===== src/rtl/prog_rom_arbiter.sv =====
// prog_rom_arbiter
// Shares one synchronous-read program memory between the MCU instruction
// fetch port (F) and a debug/loader port (D). Fetch has priority; a
// saturating wait counter lets a starved debug request win one cycle once it
// has been denied MAX_WAIT times in a row. Read data comes back the cycle
// after the grant, straight from the memory's registered output.
//
// Owner register (who receives the memory output in the next cycle):
//   state      | meaning
//   OWN_NONE   | no access last cycle, no response this cycle
//   OWN_F      | fetch granted last cycle, F_VALID this cycle
//   OWN_D_RD   | debug read granted last cycle, DBG_ACK with read data
//   OWN_D_WR   | debug write granted last cycle, DBG_ACK with zero data

module prog_rom_arbiter #(
   parameter int ADDR_W   = 10,
   parameter int DATA_W   = 18,
   parameter int MAX_WAIT = 4
) (
   input  logic              PROG_CLK,
   input  logic              PROG_RST_N,
   // fetch port
   input  logic              F_REQ,
   input  logic [ADDR_W-1:0] F_ADDR,
   output logic              F_GNT,
   output logic              F_STALL,
   output logic              F_VALID,
   output logic [DATA_W-1:0] F_DATA,
   // debug/loader port
   input  logic              DBG_REQ,
   input  logic              DBG_WE,
   input  logic [ADDR_W-1:0] DBG_ADDR,
   input  logic [DATA_W-1:0] DBG_WDATA,
   output logic              DBG_ACK,
   output logic [DATA_W-1:0] DBG_RDATA,
   // program memory
   output logic [ADDR_W-1:0] MEM_ADDR,
   output logic              MEM_WE,
   output logic [DATA_W-1:0] MEM_WDATA,
   input  logic [DATA_W-1:0] MEM_RDATA
);

   localparam int CNT_W = 4;
   localparam logic [CNT_W-1:0] WAIT_LIMIT = CNT_W'(MAX_WAIT);

   typedef enum logic [1:0] {
      OWN_NONE = 2'd0,
      OWN_F    = 2'd1,
      OWN_D_RD = 2'd2,
      OWN_D_WR = 2'd3
   } owner_e;

   owner_e            owner_q, owner_d;
   logic              dbg_pend_q, dbg_pend_d;
   logic [CNT_W-1:0]  wait_cnt_q, wait_cnt_d;
   logic [ADDR_W-1:0] mem_addr_q, mem_addr_d;

   logic              dbg_elig;
   logic              gnt_d;
   logic              gnt_f;

   // Arbitration: debug wins when fetch is idle or debug has waited long
   // enough. Grants are suppressed while reset is held so the memory sees
   // no access during reset.
   always_comb begin
      dbg_elig = DBG_REQ & ~dbg_pend_q;
      gnt_d    = 1'b0;
      gnt_f    = 1'b0;
      if (PROG_RST_N) begin
         if (dbg_elig && ((wait_cnt_q == WAIT_LIMIT) || !F_REQ)) begin
            gnt_d = 1'b1;
         end else if (F_REQ) begin
            gnt_f = 1'b1;
         end
      end
   end

   // Memory port steering; the address holds its last granted value when
   // nobody owns the cycle, which keeps the memory input quiet when idle.
   always_comb begin
      mem_addr_d = mem_addr_q;
      MEM_WE     = 1'b0;
      if (gnt_d) begin
         mem_addr_d = DBG_ADDR;
         MEM_WE     = DBG_WE;
      end else if (gnt_f) begin
         mem_addr_d = F_ADDR;
      end
   end

   assign MEM_ADDR  = mem_addr_d;
   assign MEM_WDATA = DBG_WDATA;

   // Next-state for owner, debug pending flag and the starvation counter.
   always_comb begin
      owner_d    = OWN_NONE;
      dbg_pend_d = gnt_d;
      wait_cnt_d = wait_cnt_q;

      if (gnt_f) begin
         owner_d = OWN_F;
      end else if (gnt_d) begin
         owner_d = DBG_WE ? OWN_D_WR : OWN_D_RD;
      end

      // The counter only tracks an eligible debug request that lost to
      // fetch; a held request during its own ACK cycle neither counts nor
      // clears.
      if (gnt_d || !DBG_REQ) begin
         wait_cnt_d = '0;
      end else if (dbg_elig && gnt_f && (wait_cnt_q != WAIT_LIMIT)) begin
         wait_cnt_d = wait_cnt_q + 1'b1;
      end
   end

   // State registers; reset discards any in-flight response.
   always_ff @(posedge PROG_CLK or negedge PROG_RST_N) begin
      if (!PROG_RST_N) begin
         owner_q    <= OWN_NONE;
         dbg_pend_q <= 1'b0;
         wait_cnt_q <= '0;
         mem_addr_q <= '0;
      end else begin
         owner_q    <= owner_d;
         dbg_pend_q <= dbg_pend_d;
         wait_cnt_q <= wait_cnt_d;
         mem_addr_q <= mem_addr_d;
      end
   end

   // Response side: data outputs are gated so they read zero when invalid.
   always_comb begin
      F_GNT     = gnt_f;
      F_STALL   = F_REQ & ~gnt_f;
      F_VALID   = (owner_q == OWN_F);
      F_DATA    = '0;
      DBG_ACK   = (owner_q == OWN_D_RD) || (owner_q == OWN_D_WR);
      DBG_RDATA = '0;
      if (owner_q == OWN_F) begin
         F_DATA = MEM_RDATA;
      end
      if (owner_q == OWN_D_RD) begin
         DBG_RDATA = MEM_RDATA;
      end
   end

endmodule


===== config.mk =====
export PLATFORM = sky130hd
export DESIGN_NAME = prog_rom_arbiter
export DESIGN_NICKNAME = d
export VERILOG_FILES = /design/src/rtl/prog_rom_arbiter.sv
export SDC_FILE = /design/constraint.sdc
export NUM_CORES = 1
export LEC_CHECK = 0
export BUFFER_PORTS_ARGS = -buffer_cell sky130_fd_sc_hd__buf_4
export CAP_MARGIN = 5
export CORE_MARGIN = 5
export CORE_UTILIZATION = 35
export CTS_CLUSTER_SIZE = 16
export DETAILED_ROUTE_END_ITERATION = 10
export PLACE_DENSITY = 0.85
export SLEW_MARGIN = 20
export SYNTH_ARGS = -nofsm -noshare
export SYNTH_HDL_FRONTEND = slang
export SYNTH_SLANG_ARGS = --single-unit

===== constraint.sdc =====
create_clock -name PROG_CLK -period 2 [get_ports PROG_CLK]
set_clock_uncertainty 0.1 [all_clocks]
set_input_delay 0 -clock PROG_CLK [delete_from_list [all_inputs] [get_ports PROG_CLK]]
set_output_delay 0 -clock PROG_CLK [all_outputs]
set_load 0.1 [all_outputs]

# After elaboration in Yosys (flattened, before gate mapping)

Index checks and enable logic that the tools add are counted.

Flip-flop bits (word level): 17
Logic and storage cells: 38

Add/subtract/negate cells: 1
Reduce and logical (&&, ||, !) cells: 9
Eq/ne operators: 5
Muxes and demuxes: 15
Bitwise logic cells: 4

Operator list:

| cell                                                             | number |
|---|---|
| 18-bit 2-to-1 mux                                                | 2 |
| 10-bit 2-to-1 mux                                                | 2 |
| 4-bit 2-to-1 mux                                                 | 2 |
| 1-bit 2-to-1 mux                                                 | 7 |
| 4-bit by 1-bit adder with 4-bit output (second input constant)   | 1 |
| 2-bit == test (second input constant)                            | 2 |
| 4-bit by 3-bit == test with 1-bit output (second input constant) | 1 |
| 2-bit 2-to-1 mux                                                 | 2 |
| 4-bit by 3-bit != test with 1-bit output (second input constant) | 1 |
| 1-bit logical AND                                                | 3 |
| 1-bit logical OR                                                 | 3 |
| 1-bit bitwise AND                                                | 2 |
| 2-bit by 1-bit == test with 1-bit output (second input constant) | 1 |
| 1-bit logical NOT                                                | 2 |
| 1-bit NOT                                                        | 2 |
| 2-bit nonzero test                                               | 1 |

# Longest topological paths before layout

Depth in word-level cells: 9
Mapped depth: 7
Mapped depth without buffers: 6

# Worst setup path before layout

OpenSTA, ideal clock, no wires.

Path kind: register -> output
Start: register wait_cnt_q[0]
End: output port F_STALL
Arrival time: 3.056 ns
Setup slack: -1.156 ns
Path buffers: 0
Stages on the path, launching flop included: 7
Cell sequence: dfrtp_1 -> inv_1 -> ha_1 -> nand3b_2 -> nand2_2 -> nand2_1 -> a21boi_0

Longest elaborated chain between the ends: 7

Ends and longest elaborated chain:

| what                                     | line | source |
|---|---|---|
| start, declared                          | 55   | `logic [CNT_W-1:0] wait_cnt_q, wait_cnt_d;` |
| start signal, assigned                   | 126  | `wait_cnt_q <= wait_cnt_d;` |
| 4-bit by 3-bit == test with 1-bit output | 70   | `if (dbg_elig && ((wait_cnt_q == WAIT_LIMIT) \|\| !F_REQ)) begin` |
| 1-bit logical OR                         | 70   |  |
| 1-bit logical AND                        | 70   |  |
| 1-bit 2-to-1 mux                         | 70   |  |
| 1-bit 2-to-1 mux                         | 69   | `if (PROG_RST_N) begin` |
| 1-bit NOT                                | 134  | `F_STALL = F_REQ & ~gnt_f;` |
| 1-bit bitwise AND                        | 134  |  |
| end, declared                            | 26   | `output logic F_STALL,` |

Every way passes these cells.

# Final worst setup path

Start: register wait_cnt_q[1]
End: output port MEM_ADDR[6]

Longest elaborated chain between the ends: 7
Elaborated cells between the ends (all ways): 9

Ends and longest elaborated chain:

| what                                         | line | source |
|---|---|---|
| 4-bit by 3-bit == test with 1-bit output (*) | 70   |  |
| 1-bit logical OR (*)                         | 70   |  |
| 1-bit logical AND (*)                        | 70   |  |
| 1-bit 2-to-1 mux                             | 70   |  |
| 1-bit 2-to-1 mux                             | 69   |  |
| 10-bit 2-to-1 mux                            | 86   | `end else if (gnt_f) begin` |
| 10-bit 2-to-1 mux (*)                        | 83   | `if (gnt_d) begin` |
| end, declared                                | 37   | `output logic [ADDR_W-1:0] MEM_ADDR,` |

Mark *: on every way between the ends. The rest lies on a longest branch, timed or not.

==> results.sh <==
export IMPL_placedCellCount=257
export IMPL_detailedPlace_worstSlack_ns=0.130
export IMPL_hp_class="primary input to asynchronous set/reset pin"
export IMPL_worst_path_stages=8
export IMPL_dieWidth_um=68.9
export IMPL_crit_path_start_kind="flop"
export IMPL_finish_utilization_pct=80.6
export IMPL_cts_max_level=1
export IMPL_timing_worst_setup_path_type="flop to output port"
export IMPL_gr_total_overflow=0
export IMPL_max_cap_viol_count=0
export IMPL_worst_setup_slack_final_ns=-0.0344
export IMPL_peakVddDrop_mv=0.502
export IMPL_worst_slew_pin_slew_ns=1.02
export IMPL_post_synth_instance_area_mm2=0.00121
export IMPL_initialDrtViolationCount=51
export IMPL_setup_viol=6
export IMPL_post_drt_via_cell_ratio=4.92
export IMPL_start_util_pct=36.4
export IMPL_tritoncts="yes"
export IMPL_gr_usage_all_layers_pct=22.9
export IMPL_half_perimeter_wire_length_after_detailed_placement_um=2950
export IMPL_reg2reg_to="wait_cnt_q[2]"
export IMPL_synth_top_family_by_area="simple AND/OR/NAND/NOR gates"
export IMPL_complex_gate_fraction_of_the_synthesized_area_pct=13.2
export IMPL_timing_setup_tns_ns=-0.0627
export IMPL_synth_seq_cells=17
export IMPL_floorplan_die_area_mm2=0.00475
export IMPL_core_region_area_mm2=0.00334
export IMPL_syn_avg_cell_area_um2=8.93
export IMPL_grt_first_pass_wirelength_um=7980
export IMPL_grt_start_max_net_pins=24
export IMPL_remaining_drc_errors=0
export IMPL_period_share_pct=102
export IMPL_worstPathBufferInverterCount=3
export IMPL_met2WireLength_um=3290
export IMPL_leading_cell_types_in_the_layout_fill_and_taps_excluded="sky130_fd_sc_hd__buf_4 (90), sky130_fd_sc_hd__dlygate4sd3_1 (43), sky130_fd_sc_hd__and2_1 (27), sky130_fd_sc_hd__dfrtp_1 (17), sky130_fd_sc_hd__nand2b_1 (11)"
export IMPL_power_per_cell_area_mw_per_mm2=636
export IMPL_via_count=1540
export IMPL_clk_latency_ns=0.29
export IMPL_post_synth_fa_ha_maj_area_fraction_pct=2.06
export IMPL_wire_per_inst_um=18.3
export IMPL_timing_critical_path_to="MEM_ADDR[6]"
export IMPL_ys_warnings_count=0
export IMPL_area_delta_synth_final_pct=121
export IMPL_synth_largest_type_area_fraction_pct=35.0
export IMPL_nets=330
export IMPL_timing_reg2reg_setup_slack_ns=0.11
export IMPL_die_y_um=68.9
export IMPL_worst_path_cell_trace="inv_2 > ha_4 > and2b_1 > nand3_2 > nand3_4 > buf_6 > o221a_4 > buf_12"
export IMPL_detail_route_wirelength_um=5720
export IMPL_timing_critical_path_required_ns=1.90
export IMPL_layout_min_cycle_time_ns=2.03
export IMPL_end_kind="output port"
export IMPL_weighted_congestion_at_the_end_of_routability_driven_global_placement=0.853
export IMPL_synth_simple_gate_area_share_pct=34.7
export IMPL_drive_gt1_share_pct=53.4
export IMPL_synth_mux_area_share_pct=0
export IMPL_critical_path_slowest_cell="sky130_fd_sc_hd__dfrtp_1"
export IMPL_io_buffers=93
export IMPL_r2r_start="wait_cnt_q[0]"
export IMPL_cts_clk_slew_worst_paths_ns=0.11
export IMPL_top_signal_layer_used="met4"
export IMPL_cts_num_sinks=17
export IMPL_timing_final_hold_violations=0
export IMPL_cts_root_to_sink_buffers=2
export IMPL_slew_limit_headroom_pct=31.5
export IMPL_synthCells=136
export IMPL_final_design_area_no_fill_mm2=0.00269
export IMPL_tritoncts_num_buffers=3
export IMPL_ctsRootBufferMaster="sky130_fd_sc_hd__clkbuf_4"
export IMPL_dpl_cell_area_mm2=0.00187
export IMPL_cp_startpoint="wait_cnt_q[1]"
export IMPL_most_common_cell_after_layout_fill_and_taps_aside="sky130_fd_sc_hd__buf_4"
export IMPL_cp_top_family="flip-flops"
export IMPL_critical_path_peak_fanout=5
export IMPL_unrepaired_setup_endpoints_after_global_routing="true"
export IMPL_antenna_found_initial=0
export IMPL_finalNonFillerCells=313
export IMPL_syn_num_nets=199
export IMPL_row_count=21
export IMPL_timing_max_transition_violations_final=0
export IMPL_met3_wirelength_um=528
export IMPL_violated_checks="setup timing"
export IMPL_leakagePower_nw=1.30
export IMPL_clock_fmax_ghz=0.492
export IMPL_post_synth_num_cell_types=26
export IMPL_post_synth_top_area_cell="sky130_fd_sc_hd__dfrtp_1"
export IMPL_reg2regPathDepth=6
export IMPL_top_level_ports=130
export IMPL_worst_ep_arrival_time_ns=1.93
export IMPL_ant_nets=0
export IMPL_synthXorXnorAreaFrac_pct=0
export IMPL_timing_critical_path_slowest_cell_delay_ns=0.40
export IMPL_vias_in_the_first_global_route=1568
export IMPL_firstDrtPassIters=6
export IMPL_post_synth_main_area_contributors="sky130_fd_sc_hd__dfrtp_1 (35%), sky130_fd_sc_hd__and2_1 (19%), sky130_fd_sc_hd__buf_4 (11%)"
export IMPL_hold_ws_ns=0.0161
export IMPL_metal_1_wl_um=1800
export IMPL_total_power_of_the_final_layout_mw=1.71
export IMPL_outcome="finished, violations left"
export IMPL_seq_area_frac_synth_pct=35.0
[worst reg2reg max path: cells and delay by family, from the launching register on]
kind	cells	cell delay, ns
compound gates	2	0.22
fa+ha+maj	1	0.22
buf+inv	2	0.71
flops	1	0.42
simple gates	1	0.18
[worst min-delay path by stage]
| stage | slack, ns | to | from |
|---|---|---|---|
| after detailed placement | -0.20 | mem_addr_q[2] | PROG_RST_N |
| after floorplan | -0.40 | dbg_pend_q | PROG_RST_N |
| after CTS | 0.03 | mem_addr_q[2] | PROG_RST_N |
| after global routing | 0.02 | mem_addr_q[2] | PROG_RST_N |
| after global placement | -0.20 | mem_addr_q[2] | PROG_RST_N |
| final | 0.02 | mem_addr_q[2] | PROG_RST_N |
[routing by layer]
metal / global-route usage (%) / up-vias
li1: - / 703
met2: 46.0 / 93
met3: 5.67 / 12
met4: 6.33 / 0
met5: 0 / -
met1: 22.7 / 732
[layout make-up]
class	instances	area [µm²]
well taps	46	57.6
diodes	1	2.50
fillers	188	648
multi-input cells	89	776
flip-flops and latches	17	425
inverters	7	26.3
clock buffers	3	22.5
clock inverters	1	5.00
repair buffers	149	1370
[sequential cells by signal, indices dropped and copies added (netlist names)]
register    flops
mem_addr_q     10
dbg_pend_q      1
owner_q         2
wait_cnt_q      4
[cell families after synthesis]
logic type / Yosys count
adder cells (fa/ha/maj): 2
buffers and inverters: 30
AND/OR/NAND/NOR: 69
AO/OA/AOI/OAI: 18
flip-flops: 17
[synth_stat cells]
cell                        instances
sky130_fd_sc_hd__a21boi_0           1
sky130_fd_sc_hd__a21oi_1            2
sky130_fd_sc_hd__a2bb2oi_1          1
sky130_fd_sc_hd__a31oi_1            1
sky130_fd_sc_hd__and2_1            36
sky130_fd_sc_hd__and2b_1            1
sky130_fd_sc_hd__buf_2              2
sky130_fd_sc_hd__buf_4             18
sky130_fd_sc_hd__clkbuf_1           3
sky130_fd_sc_hd__dfrtp_1           17
sky130_fd_sc_hd__ha_1               2
sky130_fd_sc_hd__inv_1              7
sky130_fd_sc_hd__nand2_1            4
sky130_fd_sc_hd__nand2_2            1
sky130_fd_sc_hd__nand2b_1          11
sky130_fd_sc_hd__nand3_1            5
sky130_fd_sc_hd__nand3b_2           1
sky130_fd_sc_hd__nand4_1            1
sky130_fd_sc_hd__nand4b_1           1
sky130_fd_sc_hd__nor2_1             2
sky130_fd_sc_hd__nor2b_1            4
sky130_fd_sc_hd__nor3b_1            1
sky130_fd_sc_hd__o21ai_0            2
sky130_fd_sc_hd__o21ai_1            1
sky130_fd_sc_hd__o221a_2           10
sky130_fd_sc_hd__or4_1              1
[report_power, final]
part	internal (mW)	leakage (nW)	switching [mW]
registers	0.375	0.205	0.0110
clock network	0.0743	0.0177	0.115
logic	0.364	1.08	0.770
[what timing repair did]
item                                   4_1_cts  5_1_grt
endpoints found under the hold margin       50        0
setup buffers                                3        3
hold buffers                                43        0
gates resized for setup                     47       14
setup endpoints to repair                   11       13
cloned                                       2        0
pin swaps                                    3        4
No activity file was read; power rests on OpenSTA's default activity.
